$ cat config.mk
export PLATFORM = sky130hd
export DESIGN_NAME = lift_door
export DESIGN_NICKNAME = d
export VERILOG_FILES = /design/src/rtl/lift_pkg.sv /design/src/rtl/lift_door_tick_cnt.sv /design/src/rtl/lift_door.sv
export SDC_FILE = /design/constraint.sdc
export NUM_CORES = 1
export LEC_CHECK = 0
export BUFFER_PORTS_ARGS = -buffer_cell sky130_fd_sc_hd__buf_2
export CAP_MARGIN = 5
export CELL_PAD_IN_SITES_DETAIL_PLACEMENT = 0
export CELL_PAD_IN_SITES_GLOBAL_PLACEMENT = 1
export CORE_AREA = 2 2 48 50
export CTS_CLUSTER_SIZE = 28
export DETAILED_ROUTE_END_ITERATION = 8
export DIE_AREA = 0 0 50 52
export PLACE_DENSITY_LB_ADDON = 0.1
export SETUP_SLACK_MARGIN = 0.3
export SYNTH_ARGS = -nofsm -noshare
export SYNTH_HDL_FRONTEND = slang
export SYNTH_HIERARCHICAL = 1
export SYNTH_SLANG_ARGS = --single-unit
$ cat constraint.sdc
create_clock -name clk -period 3.05 [get_ports clk]
set_input_delay 0.1525 -clock clk [delete_from_list [all_inputs] [get_ports clk]]
set_output_delay 0.1525 -clock clk [all_outputs]
set_load 0.01 [all_outputs]
$ cat src/rtl/lift_pkg.sv
// lift_pkg
//   Shared definitions for the lift blocks: door-state encoding, default
//   tick counts (also used by the display and lift state-machine blocks),
//   and the bundled door input-event struct.
package lift_pkg;

    // Door state encoding. The display block decodes these directly.
    typedef enum logic [1:0] {
        DOOR_CLOSED  = 2'b00,
        DOOR_OPENING = 2'b01,
        DOOR_OPEN    = 2'b10,
        DOOR_CLOSING = 2'b11
    } door_state_e;

    // Default phase lengths, in slowref strobes.
    localparam int DEF_OPEN_TICKS  = 2;
    localparam int DEF_DWELL_TICKS = 8;
    localparam int DEF_CLOSE_TICKS = 2;
    localparam int DEF_MAX_REOPEN  = 3;
    localparam int DEF_CNT_W       = 6;

    // Door request bundle as seen by the door FSM in one clk.
    typedef struct packed {
        logic arrive;
        logic moving;
        logic open_btn;
        logic close_btn;
        logic obstruct;
    } door_ev_t;

endpackage

$ cat src/rtl/lift_door_tick_cnt.sv
// tick_cnt
//   Loadable down-counter advanced by the slowref strobe. Load wins over a
//   coinciding strobe, so a strobe in a phase's entry cycle never counts.
//   The counter saturates at zero instead of wrapping.
// Ports:
//   clk, resetb : clock, synchronous active-low reset
//   load        : load load_val this clk
//   load_val    : value to load
//   tick        : slowref strobe, decrements when not loading
//   cnt         : current count
//   zero        : cnt == 0
module tick_cnt #(
    parameter int CNT_W = 6
) (
    input  logic             clk,
    input  logic             resetb,
    input  logic             load,
    input  logic [CNT_W-1:0] load_val,
    input  logic             tick,
    output logic [CNT_W-1:0] cnt,
    output logic             zero
);

    always_ff @(posedge clk) begin
        if (!resetb) begin
            cnt <= '0;
        end else if (load) begin
            cnt <= load_val;
        end else if (tick && (cnt != '0)) begin
            cnt <= cnt - CNT_W'(1);
        end
    end

    assign zero = (cnt == '0);

endmodule

$ cat src/rtl/lift_door.sv
// lift_door
//   Car door sequencer: CLOSED -> OPENING -> OPEN (dwell) -> CLOSING -> CLOSED,
//   with open-button dwell restart, close-button early close, obstruction
//   hold/reopen, and a per-visit reopen limit that raises a sticky nudge.
// Ports:
//   clk, resetb  : 50 MHz clock, synchronous active-low reset
//   slowref      : one-clk timing strobe; all phase lengths count these
//   arrive       : one-clk pulse, car stopped at a floor
//   moving       : level, car in motion (blocks open_btn while closed)
//   open_btn     : one-clk pulse, door-open button
//   close_btn    : one-clk pulse, door-close button
//   obstruct     : level, door-edge sensor
//   door_open    : LED, door not closed
//   door_busy    : to lift FSM, door not closed
//   door_state   : CLOSED=00 OPENING=01 OPEN=10 CLOSING=11
//   door_closed  : one-clk pulse on entry to CLOSED
//   nudge        : sticky, reopen limit exceeded this visit
module lift_door
    import lift_pkg::*;
#(
    parameter int OPEN_TICKS  = DEF_OPEN_TICKS,
    parameter int DWELL_TICKS = DEF_DWELL_TICKS,
    parameter int CLOSE_TICKS = DEF_CLOSE_TICKS,
    parameter int MAX_REOPEN  = DEF_MAX_REOPEN,
    parameter int CNT_W       = DEF_CNT_W
) (
    input  logic       clk,
    input  logic       resetb,
    input  logic       slowref,
    input  logic       arrive,
    input  logic       moving,
    input  logic       open_btn,
    input  logic       close_btn,
    input  logic       obstruct,
    output logic       door_open,
    output logic       door_busy,
    output logic [1:0] door_state,
    output logic       door_closed,
    output logic       nudge
);

    // Reopen counter only needs to reach MAX_REOPEN, where it saturates.
    localparam int RW = (MAX_REOPEN < 1) ? 1 : $clog2(MAX_REOPEN + 1);

    localparam logic [CNT_W-1:0] OPEN_LD  = CNT_W'(OPEN_TICKS - 1);
    localparam logic [CNT_W-1:0] DWELL_LD = CNT_W'(DWELL_TICKS - 1);
    localparam logic [CNT_W-1:0] CLOSE_LD = CNT_W'(CLOSE_TICKS - 1);

    door_state_e      state;
    door_state_e      nxt;
    door_ev_t         ev;
    logic             ld;
    logic [CNT_W-1:0] ld_val;
    logic [CNT_W-1:0] cnt;
    logic             zero;
    logic             expire;
    logic             reopen;
    logic [RW-1:0]    reopen_cnt;

    assign ev.arrive    = arrive;
    assign ev.moving    = moving;
    assign ev.open_btn  = open_btn;
    assign ev.close_btn = close_btn;
    assign ev.obstruct  = obstruct;

    tick_cnt #(.CNT_W(CNT_W)) u_tick (
        .clk      (clk),
        .resetb   (resetb),
        .load     (ld),
        .load_val (ld_val),
        .tick     (slowref),
        .cnt      (cnt),
        .zero     (zero)
    );

    // A phase ends on a strobe that finds the counter already at zero.
    assign expire = slowref && zero;

    // Next state and counter load. Every state entry loads the counter;
    // the only other load is the dwell restart from open_btn in OPEN.
    always_comb begin
        nxt    = state;
        ld     = 1'b0;
        ld_val = '0;
        reopen = 1'b0;
        case (state)
            DOOR_CLOSED: begin
                // arrive opens regardless of moving; arrive+open_btn is one open
                if (ev.arrive || (ev.open_btn && !ev.moving)) begin
                    nxt    = DOOR_OPENING;
                    ld     = 1'b1;
                    ld_val = OPEN_LD;
                end
            end
            DOOR_OPENING: begin
                if (expire) begin
                    nxt    = DOOR_OPEN;
                    ld     = 1'b1;
                    ld_val = DWELL_LD;
                end
            end
            DOOR_OPEN: begin
                // Obstruction blocks every way out of OPEN. The counter keeps
                // running and parks at zero, so the first strobe after the
                // obstruction clears starts the close.
                if (!ev.obstruct) begin
                    if (ev.open_btn) begin
                        ld     = 1'b1;
                        ld_val = DWELL_LD;
                    end else if (ev.close_btn || expire) begin
                        nxt    = DOOR_CLOSING;
                        ld     = 1'b1;
                        ld_val = CLOSE_LD;
                    end
                end
            end
            DOOR_CLOSING: begin
                // Reopen outranks finishing the close in the same clk.
                if (ev.obstruct || ev.open_btn) begin
                    nxt    = DOOR_OPENING;
                    ld     = 1'b1;
                    ld_val = OPEN_LD;
                    reopen = 1'b1;
                end else if (expire) begin
                    nxt    = DOOR_CLOSED;
                    ld     = 1'b1;
                    ld_val = '0;
                end
            end
            default: begin
                nxt = DOOR_CLOSED;
            end
        endcase
    end

    always_ff @(posedge clk) begin
        if (!resetb) begin
            state       <= DOOR_CLOSED;
            reopen_cnt  <= '0;
            nudge       <= 1'b0;
            door_closed <= 1'b0;
            door_open   <= 1'b0;
            door_busy   <= 1'b0;
        end else begin
            state       <= nxt;
            door_closed <= (state != DOOR_CLOSED) && (nxt == DOOR_CLOSED);
            door_open   <= (nxt != DOOR_CLOSED);
            door_busy   <= (nxt != DOOR_CLOSED);
            if ((state != DOOR_CLOSED) && (nxt == DOOR_CLOSED)) begin
                // New visit starts clean.
                reopen_cnt <= '0;
                nudge      <= 1'b0;
            end else if (reopen) begin
                // The reopen itself always happens; only the indicator changes.
                if (reopen_cnt == RW'(MAX_REOPEN)) begin
                    nudge <= 1'b1;
                end else begin
                    reopen_cnt <= reopen_cnt + RW'(1);
                end
            end
        end
    end

    assign door_state = state;

endmodule

# Word level (Yosys, flattened, before mapping)
# Cells that the tools add are included.
# op_classes
n_mux	26
n_reduce_logical	18
bitwise	2
n_eq_ne	4
addsub	2
# op_table
operator	n
$pmux W6 S4	1
$mux W2	7
$mux W6	2
$mux W1	11
$mux W3	3
$pmux W2 S4	1
$eq A2 B2 Y1 const B	3
$logic_not A6 Y1	1
$reduce_bool A2 Y1	3
$reduce_bool A6 Y1	1
$sub A6 B1 Y6 const B	1
$logic_and A1 B1 Y1	4
$logic_not A2 Y1	2
$pmux W1 S4	1
$reduce_and A2 Y1	2
$logic_or A1 B1 Y1	3
$add A2 B1 Y2 const B	1
$eq A2 B1 Y1 const B	1
$not A1 Y1	2
$reduce_or A2 Y1	1
$logic_not A1 Y1	1
# word_totals
ff_bits	13
input_bits	8
out_inout_bits	6
elab_cells	58

# Logic depth before layout (Yosys ltp)
# logic_depth
ltp_word	10
mapped_depth	12
ltp_nobuf	11

# Hierarchy
# Netlist, hierarchy kept.
# by_module_without_submodules
module	area_each_um2	n_inst	cells_per_inst	seq_area_each_um2
lift_door	401.6	1	47	140.1
tick_cnt	374.1	1	42	120.1

# Worst setup path before layout
# No wires, ideal clock.
# synth_timing
kind	reg-to-reg
startpoint	reg u_tick.cnt[0]
endpoint	reg u_tick.cnt[0]
path_slack_ps	634
period_less_slack_ps	2416
path_buffers	1
t_arrival_ps	2287
path_stages_with_launch	13
setup_time_ps	129
required_time_ps	2921
cell_sequence	dfxtp_1 -> inv_1 -> ha_1 -> or4b_4 -> nor2_1 -> a21oi_1 -> or3_4 -> and3_1 -> nand2_1 -> inv_1 -> dlymetal6s2s_1 -> o21ai_0 -> a21oi_1
# synth_via
elab_chain_cells	8
word_cells_on_any_way	20
classes_between	1 x add/sub; 13 x mux; 6 x reduce/logical
# synth_lines
item	line_no	rtl
start, declared	lift_door_tick_cnt.sv:20	output logic [CNT_W-1:0] cnt,
start signal, assigned	lift_door_tick_cnt.sv:28	cnt <= load_val;
start signal, assigned	lift_door_tick_cnt.sv:30	cnt <= cnt - CNT_W'(1);
$logic_not A6 Y1 (*)	lift_door_tick_cnt.sv:34	assign zero = (cnt == '0);
named net zero	lift_door.sv:55	logic zero;
$logic_and A1 B1 Y1 (*)	lift_door.sv:77	assign expire = slowref && zero;
$logic_or A1 B1 Y1	lift_door.sv:110	end else if (ev.close_btn || expire) begin
$mux W1	lift_door.sv:110	
$mux W1	lift_door.sv:107	if (ev.open_btn) begin
$mux W1	lift_door.sv:106	if (!ev.obstruct) begin
$pmux W1 S4 (*)	lift_door.sv:86	case (state)
named net ld	lift_door.sv:52	logic ld;
$mux W6 or $reduce_bool A2 Y1 (tied branches)	-	
# The timed path passes the listed nets; every way through them passes the cells marked *. The select of a mux whose other input is x is not followed.
# A chain may end at the register's enable or synchronous reset.

# Final worst setup path
# layout_timing
startpoint	reg u_tick.cnt[0]
endpoint	reg u_tick.cnt[1]
# Same word-level chain as after synthesis.

==> implementation parameters <==
Parameter                              Value

Global routing
  GR met1 Demand/Resource    13.3%
  Layer with the highest usage after global routing    met2
  Maximum number of pins on one net before global-route repair    12
  Grt total ovfl    0
  Number of antenna violations at the first check in global routing    0
  Global-route wire length before repair    2.44 mm
  Via count of the first global-routing pass    616
  GRT Resource Usage Total    12.7%
  Global routing met3 resource utilization    between 2 and 3%
  Met2 usage    a little under a quarter

Route
  Vias per cell    4.79
  Post-route DRC violation count    0
  Sum of routed wire length over all layers    1.50 mm
  Pre-Repair DR Iteration Count    1
  Antenna viol nets, final    0
  Drt first-iter violations    0
  Routed via count    637
  WL/cell    11.2 um

Hold path
  Cell depth of the worst min-delay path    2
  Worst min-delay path endpoint    door_closed$_SDFF_PN0_
  Class of the most critical hold timing path    in -> reg
  Worst min-delay path startpoint    open_btn

Placed design
  Placer Congestion    0.722
  Number of port buffers    13
  Pre-CTS worst setup slack    0.516 ns
  DP HPWL    between 1 and 1.5 mm

Clocking
  Clk pin slew, worst setup/hold paths    0.09 ns
  Clk Latency, worst-skew pair    0.27 ns
  Setup Buffers After CTS    0
  TritonCTS buffer count    3
  Clock root cell    sky130_fd_sc_hd__clkbuf_4
  Number of clock sinks seen by CTS    13
  Clock tree from TritonCTS    built
  Quantity of hold-fixing buffers added after cts    0
  Number of levels in the clock H-tree    1
  Number of buffers between clock root and the deepest sink    2
  Post_cts resized    0

Timing
  Final count of hold timing violations    0
  Unrepaired setup endpoints after global routing    false
  Final cycle utilization of the critical path    84.8%
  Period minus WS final    approximately 2.6 ns
  Maximum frequency from static timing analysis    0.387 GHz
  Worst clock skew    ~0.013 ns
  Final count of pins violating max slew    0
  Final WS setup    0.463 ns
  Number of setup violations in the final report    0
  Final sum of negative setup slack    0 ns

Logic synthesis
  Number of enable flip-flop cells after synthesis    0
  Synthesized netlist cell count    89
  Share of the synthesized area in the top cell type    approximately 34%
  Cell type contributing the most total cell area after synthesis    sky130_fd_sc_hd__dfxtp_1
  Synth Register Bits    13
  Sequential share of the synthesized area    between 30% and 40%
  Async set-or-reset flop fraction in the synthesized netlist    0%
  Ys flop type    sky130_fd_sc_hd__dfxtp_1
  Distinct cell type count of the synthesized netlist    35
  Cell types with the largest area share after synthesis    sky130_fd_sc_hd__dfxtp_1 (34%), sky130_fd_sc_hd__a21oi_1 (7.7%), sky130_fd_sc_hd__o21ai_0 (6.5%)
  Warnings, synthesis    6
  Synth Cell Area    just under 800 um2
  Mean cell area of the mapped netlist    8.72 um2

Pwr
  Total leakage power    0.377 nW
  Maximum vdd ir drop    292 uV
  Post-layout power    0.496 mW
  Pwr per Cell Area    564 nW/um2

Floorplan
  Horizontal extent of the die    50 um
  I/O pin count    14
  Placement Rows    17
  Die extent in y    52 um
  Die area    2600 um2
  Starting Density    36.8%
  Floorplan core area    2110 um2

Layout
  Antenna diode instance count    0
  Layout cells sized above 1    24.8%
  Net count, final    117
  Core utilization of the finished layout    41.8%
  Number of fill cells    about 220
  Area delta synth->final    13.4%
  Most frequent cells in the layout    sky130_fd_sc_hd__dfxtp_1 (13), sky130_fd_sc_hd__buf_2 (13), sky130_fd_sc_hd__a21oi_1 (12)

Worst setup path
  Crit-path max cell delay    about 0.5 ns
  Startpoint class of the critical path    flip-flop
  Slowest-stage cell, CP    sky130_fd_sc_hd__or4b_4
  Register-to-Register Setup Slack    0.46 ns
  Critical Path AT    ~2.7 ns
  Endpoint class of the critical path    flip-flop
  Destination of the worst register-to-register timing path    u_tick/cnt[1]$_SDFFE_PN0P_
  Setup Crit Path Kind    reg -> reg
  Start of the worst register-to-register path    u_tick/cnt[0]$_SDFFE_PN0P_
  Number of cells on the worst reg-to-reg path    11
  CP required    roughly 3.2 ns
  Worst Path Max Fanout    11
  Crit path cell chain    inv_1 > ha_1 > or4b_4 > nor2_1 > a21oi_1 > or3_4 > and3_1 > nand2_1 > inv_1 > o21ai_0 > a21oi_1

Flow run
  # Max-Cap Violations    0

Run status
  Run status    finished, final reports clean
## area by class of cell
type	instances	area (um2)	share of cell area, %
clock buffer	3	22.5	2.56
timing repair buffer	13	65.1	7.40
inverter	8	30.0	3.41
clock inverter	1	5.00	0.569
sequential	13	260	29.6
multi-input combinational	67	462	52.5
tap	28	35.0	3.98
## routing by layer
| layer | vias to the layer above | wire, um |
|---|---|---|
| li1 | 344 | - |
| met1 | 283 | 713 |
| met2 | 8 | 728 |
| met3 | 2 | 37 |
| met4 | 0 | 16 |
| met5 | - | 0 |
## stage by stage
step                std cells  area [um2]  hold slack, ns
floorplan                  91         783           0.230
global placement          129         852           0.446
detailed placement        129         852           0.442
CTS                       133         880           0.136
global route              133         880           0.135
finish                    133         880           0.150
## sequential cells by signal (all words and copies together), names as in the netlist
register,count
door_state,2
door_busy,1
door_closed,1
nudge,1
u_tick/cnt,6
reopen_cnt,2
## synth_stat cells, drive strengths merged, types with 2 or more instances
master,number
buf,2
nor3,2
a21oi,12
nand2,4
mux2,2
dfxtp,13
or3,2
inv,8
nor4,2
or4b,2
ha,3
nor2,5
and3,2
xnor2,4
o21ai,12
## kinds of logic (layout without fill, tap and decap cells)
logic type / count (synthesis) / after routing / share of synthesized area (%)
DFF: 13 / 13 / 33.5
AOI/OAI and AO/OA: 30 / 30 / 23.4
adders and majority gates: 3 / 3 / 4.84
buffers and inverters: 11 / 25 / 7.90
muxes: 3 / 3 / 4.19
and+or+nand+nor: 24 / 24 / 21.1
other: 1 / 3 / 0.483
xor gates and xnor gates: 4 / 4 / 4.52
## worst max-delay path by stage
stage,start,to,slack [ns]
after detailed placement,u_tick/cnt[0]$_SDFFE_PN0P_,u_tick/cnt[1]$_SDFFE_PN0P_,0.52
final,u_tick/cnt[0]$_SDFFE_PN0P_,u_tick/cnt[1]$_SDFFE_PN0P_,0.46
after CTS,u_tick/cnt[0]$_SDFFE_PN0P_,u_tick/cnt[1]$_SDFFE_PN0P_,0.49
after floorplan,u_tick/cnt[0]$_SDFFE_PN0P_,u_tick/cnt[0]$_SDFFE_PN0P_,0.63
after global placement,u_tick/cnt[0]$_SDFFE_PN0P_,u_tick/cnt[3]$_SDFFE_PN0P_,0.57
after global routing,u_tick/cnt[0]$_SDFFE_PN0P_,u_tick/cnt[0]$_SDFFE_PN0P_,0.32
## worst max-delay path: cells and delay by family (launching register included)
kind	cells	cell delay (ns)
AND/OR/NAND/NOR	5	1.30
AO/OA/AOI/OAI	3	0.40
flip-flops	1	0.31
buffers and inverters	2	0.26
adder cells (fa/ha/maj)	1	0.19
## power by group
group          internal, mW  leakage [nW]  total [mW]  switching (mW)
sequential            0.193         0.107       0.222          0.0287
combinational        0.0803         0.252       0.170          0.0896
clock                0.0485        0.0177       0.104          0.0560
total                 0.322         0.377       0.496           0.174
Power figures use the tool's default switching activity.
